File: src/rtl/rom_rd_arbiter.sv
// rom_rd_arbiter: round-robin sharing of one synchronous ROM read port between N_PORTS requesters
// Each requester has its own address/data channel. At most one read is in flight at a time, and
// a new read is issued only when the previous response is absent or is being consumed.
module rom_rd_arbiter #(
    parameter int N_PORTS = 2,
    parameter int W_DATA  = 16,
    parameter int W_ADDR  = 16,
    parameter int W_ID    = (N_PORTS > 1) ? $clog2(N_PORTS) : 1
) (
    input  logic                      clk,
    input  logic                      rst,
    input  logic [N_PORTS*W_ADDR-1:0] addr_data,
    input  logic [N_PORTS-1:0]        addr_valid,
    output logic [N_PORTS-1:0]        addr_ready,
    output logic [W_DATA-1:0]         data_data,
    output logic [N_PORTS-1:0]        data_valid,
    input  logic [N_PORTS-1:0]        data_ready,
    output logic                      rom_en_o,
    output logic [W_ADDR-1:0]         rom_addr_o,
    input  logic [W_DATA-1:0]         rom_data_i
);
    logic              r_resp_valid;
    logic [W_ID-1:0]   r_owner;
    logic [W_ID-1:0]   r_rr_ptr;
    logic [W_ADDR-1:0] w_addr_arr [N_PORTS];
    logic [W_ID-1:0]   w_idx;
    logic [W_ID-1:0]   w_gnt;
    logic [W_ID-1:0]   w_nxt;
    logic              w_gnt_vld;
    logic              w_slot_free;

    for (genvar k = 0; k < N_PORTS; k++) begin : g_addr
        assign w_addr_arr[k] = addr_data[k*W_ADDR +: W_ADDR];
    end

    // The reset term keeps every handshake output low while reset is held, even with requests present.
    assign w_slot_free = rst && (!r_resp_valid || data_ready[r_owner]);
    assign rom_en_o    = w_slot_free && w_gnt_vld;
    assign rom_addr_o  = w_gnt_vld ? w_addr_arr[w_gnt] : '0;
    assign data_data   = rom_data_i;
    assign w_nxt       = (w_gnt == W_ID'(N_PORTS - 1)) ? '0 : w_gnt + 1'b1;

    // Round-robin search from r_rr_ptr; scanning downward lets the nearest valid port win.
    always_comb begin
        w_gnt_vld = 1'b0;
        w_gnt     = '0;
        w_idx     = '0;
        for (int i = N_PORTS - 1; i >= 0; i--) begin
            w_idx = W_ID'((int'(r_rr_ptr) + i) % N_PORTS);
            if (rst && addr_valid[w_idx]) begin
                w_gnt_vld = 1'b1;
                w_gnt     = w_idx;
            end
        end
    end

    // Decode the grant into per-port ready, and the owner into per-port data valid.
    always_comb begin
        addr_ready = '0;
        data_valid = '0;
        for (int k = 0; k < N_PORTS; k++) begin
            addr_ready[k] = rom_en_o && (w_gnt == W_ID'(k));
            data_valid[k] = r_resp_valid && (r_owner == W_ID'(k));
        end
    end

    // Track the single outstanding read. The pointer moves only on an issued read.
    always_ff @(posedge clk or negedge rst) begin
        if (!rst) begin
            r_resp_valid <= 1'b0;
            r_owner      <= '0;
            r_rr_ptr     <= '0;
        end else if (w_slot_free) begin
            r_resp_valid <= rom_en_o;
            if (rom_en_o) begin
                r_owner  <= w_gnt;
                r_rr_ptr <= w_nxt;
            end
        end
    end
endmodule

File: config.mk
export PLATFORM = sky130hd
export DESIGN_NAME = rom_rd_arbiter
export DESIGN_NICKNAME = d
export VERILOG_FILES = /design/src/rtl/rom_rd_arbiter.sv
export SDC_FILE = /design/constraint.sdc
export NUM_CORES = 1
export LEC_CHECK = 0
export CAP_MARGIN = 10
export CORE_MARGIN = 2
export CORE_UTILIZATION = 26
export CTS_CLUSTER_SIZE = 25
export DETAILED_ROUTE_END_ITERATION = 10
export PLACE_DENSITY = 0.8
export SYNTH_ARGS = -nofsm -noshare
export SYNTH_HDL_FRONTEND = slang
export SYNTH_SLANG_ARGS = --single-unit
File: constraint.sdc
create_clock -name clk -period 1.8 [get_ports clk]
set_input_delay 0.54 -clock clk [delete_from_list [all_inputs] [get_ports clk]]
set_output_delay 0.54 -clock clk [all_outputs]
set_load 0.005 [all_outputs]
==> reports/summary.txt <==
final clock skew -> 0.00115 ns
Worst Path Buf+Inv -> 3
Critical Path AT -> 1.39 ns
gpl congestion -> 0.758
Yosys cell types -> 28
WP data required -> 1.26 ns
num rows -> 19
largest net degree at the start of global routing -> 12
ANT nets after route -> 0
Reg area -> 75.1 µm²
crit path max fanout -> 6
H-tree levels -> 1
Crit Path Class -> register to primary output
final net count -> 221
initial core utilization -> 27.0%
overall routing resource usage -> 18.5%
crit path cell chain -> nand2b_4 -> buf_6 -> buf_8 -> nand3_2 -> a21oi_2 -> buf_2
Worst Setup SP -> r_rr_ptr$_DFFE_PN0P_
share of cells above drive strength 1 -> 64.5%
static leakage -> 0.674 nW
Internal Pwr Total -> 548 µW
power share of the sequential group -> 11.6%
Layout fillers -> 251
total wire length -> 2.94 mm
family with the most delay on the worst path -> flip-flops
vias -> 964
Hold WC Path Type -> primary input to async pin
Synth warnings -> 0
multi-input logic area -> 599 µm²
die height -> 57.3 µm
final setup margin -> -0.130 ns
Clk Latency, worst-skew pair -> 0.23 ns
RSZ-0062 raised after global routing -> yes
Sum Neg Setup Slack -> -1.63 ns
Mapped Cells -> 98
first-pass GRT wire length -> 4.67 mm
core area -> 2730 µm²
M3 GR Usage -> 3.17%
Setup crit end kind -> primary output
max cap viols -> 0
final hold violation count -> 0
Clock power frac -> 13.4%
# diodes -> 0
antenna violations before repair -> 0
Die Width -> 57.3 µm
fmax -> 518 MHz
max-slew violation count -> 0
switching pwr -> 348 µW
Comb pwr share -> 75.0%
Initial DRC Count -> 13
Sink Count -> 3
grt total ovfl -> 0
DRC -> 0
outcome -> finished with violations
CTS clk-pin slew, worst paths -> 0.04 ns
fin util -> 55.0%
met2 usage -> 33.7%
Seq/Total Area, Yosys -> 10.2%
post-route minimum period -> 1.93 ns
Worst path max stage delay -> 0.41 ns
final worst path period share -> 107%
DR vias/cell -> 4.89
pwr dens -> 596 nW/µm²
CTS tree -> built
I/O pins -> 91
wire per inst -> 14.9 µm
Crit Reg-Reg Startpoint -> r_owner$_DFFE_PN0P_
post-cts hold buffer count -> 0
failing checks -> negative setup slack
dpl hpwl -> 1.95 mm
switching share of power -> 38.8%
FF+latch count, synth -> 3
Post-Syn Nets -> 152
busiest grt layer -> met2
vias in the first global route -> 1,007
DRT Pass-1 Iters -> 3
clock root buffer -> clkbuf_4
Final setup violation count -> 19
input/output buffers -> 58
CP max-delay cell -> dfrtp_1
max_slew headroom -> 86.1%
Worst VDD drop -> 371 µV
Num CTS Buffers -> 3
Max clock buf depth -> 2
M1 GR Usage -> 20.4%
die area -> 3280 µm²
Post-Syn Area -> 738 µm²
CP Launch Type -> register
Layout area overhead -> 104%
Mean Syn Cell Area -> 7.53 µm²
measured slew at the worst slew-check pin -> 0.204 ns
[kinds of logic (layout without fill, tap and decap cells)]
group	after synthesis	after routing	share of synthesized area (%)
mux	1	1	1.36
buf+inv	27	95	27.5
flops	3	3	10.2
compound gates	40	40	34.4
simple gates	27	27	26.6
[metal layers]
metal / wire (µm) / part of all wire, %
met5: 0 / 0
met2: 1600 / 54
met1: 1150 / 39
met4: 26 / 0.89
met3: 161 / 5.5
[synthesized netlist by cell type]
library cell   n  share of area (%)
buf_4         18                 18
o21ai_2        1                1.2
nor3_1         1               0.68
mux2i_1        1                1.4
a21oi_1        8                5.4
nand3_1        7                4.7
and2_1         1               0.85
buf_2          2                1.4
buf_12         1                2.7
inv_1          3                1.5
o21ai_0       17                 12
nand2_1        2                1.0
nor2_1         1               0.51
and2_4         1                1.2
a31oi_1        1               0.85
nor2b_1        2                1.7
o31ai_2        1                1.7
dfrtp_1        3                 10
o2bb2a_1       1                1.4
buf_6          2                3.1
a21boi_0       1                1.0
nand3_2        9                 12
o21ai_1        1               0.68
clkbuf_1       1               0.51
nor3b_1        1                1.0
a21oi_2        9                 11
nand2b_1       1               0.85
nor2b_4        1                1.9
[registers in the layout, summed over array words and instances, names as in the netlist]
register and count:
r_rr_ptr 1, r_owner 1, r_resp_valid 1
[worst reg2reg max path, delay by kind of cell, from the launching register on]
kind,cells,cell delay [ns]
AOI/OAI and AO/OA,1,0.16
buffers and inverters,3,0.37
DFF,1,0.39
muxes,1,0.17
and+or+nand+nor,1,0.17
[area by class of cell]
cell class,instances,share of cell area (%)
tap,31,2.58
inverter,3,0.749
sequential,3,4.99
timing repair buffer,88,50.1
multi-input combinational,68,39.9
clock buffer,4,1.75
[layout by cell type, fill, tap and decap left out, drive strengths merged]
| cell type | count |
|---|---|
| a21boi | 1 |
| a21oi | 17 |
| a31oi | 1 |
| and2 | 2 |
| buf | 52 |
| clkbuf | 5 |
| clkdlybuf4s15 | 1 |
| clkdlybuf4s50 | 22 |
| dfrtp | 3 |
| dlygate4sd2 | 11 |
| dlymetal6s2s | 1 |
| inv | 3 |
| mux2i | 1 |
| nand2 | 2 |
| nand2b | 1 |
| nand3 | 16 |
| nor2 | 1 |
| nor2b | 3 |
| nor3 | 1 |
| nor3b | 1 |
| o21ai | 19 |
| o2bb2a | 1 |
| o31ai | 1 |
[path summary, 6_finish.rpt]
path	to	slack, ns	cells past startpoint
worst min register to register	r_resp_valid$_DFFE_PN0N_	0.65	3
worst max register to register	r_rr_ptr$_DFFE_PN0P_	0.46	6
worst max-delay path	rom_addr_o[15]	-0.13	6
worst min-delay path	r_resp_valid$_DFFE_PN0N_	0.26	2
min in group clk	r_resp_valid$_DFFE_PN0N_	0.65	3
max in group asynchronous	r_rr_ptr$_DFFE_PN0P_	1.44	2
[power by group through the flow]
stage | Clock [mW] | Combinational (mW) | Sequential [mW]
3_5_place_dp | 0 | 0.515 | 0.106
2_1_floorplan | 0 | 0.280 | 0.104
3_3_place_gp | 0 | 0.498 | 0.103
6_report | 0.120 | 0.672 | 0.104
5_1_grt | 0.129 | 0.722 | 0.106
4_1_cts | 0.122 | 0.597 | 0.103
[per-stage QoR]
stage          power [mW]  hold slack [ns]  area (µm²)  instances  worst slack (ns)
2_1_floorplan       0.384            0.244         738         98            0.0974
3_3_place_gp        0.601            0.599        1310        181            -0.876
3_5_place_dp        0.621            0.623        1310        181            -0.944
4_1_cts             0.822            0.242        1400        193            -0.115
5_1_grt             0.956            0.249        1500        197            -0.194
6_report            0.896            0.255        1500        197            -0.130
[what timing repair did]
action	4_1_cts	5_1_grt
buffers inserted	8	4
pin swaps	19	7
endpoints found under the setup margin	21	19
gates cloned	1	0
resized for setup	152	19
Power figures use the tool's default switching activity.
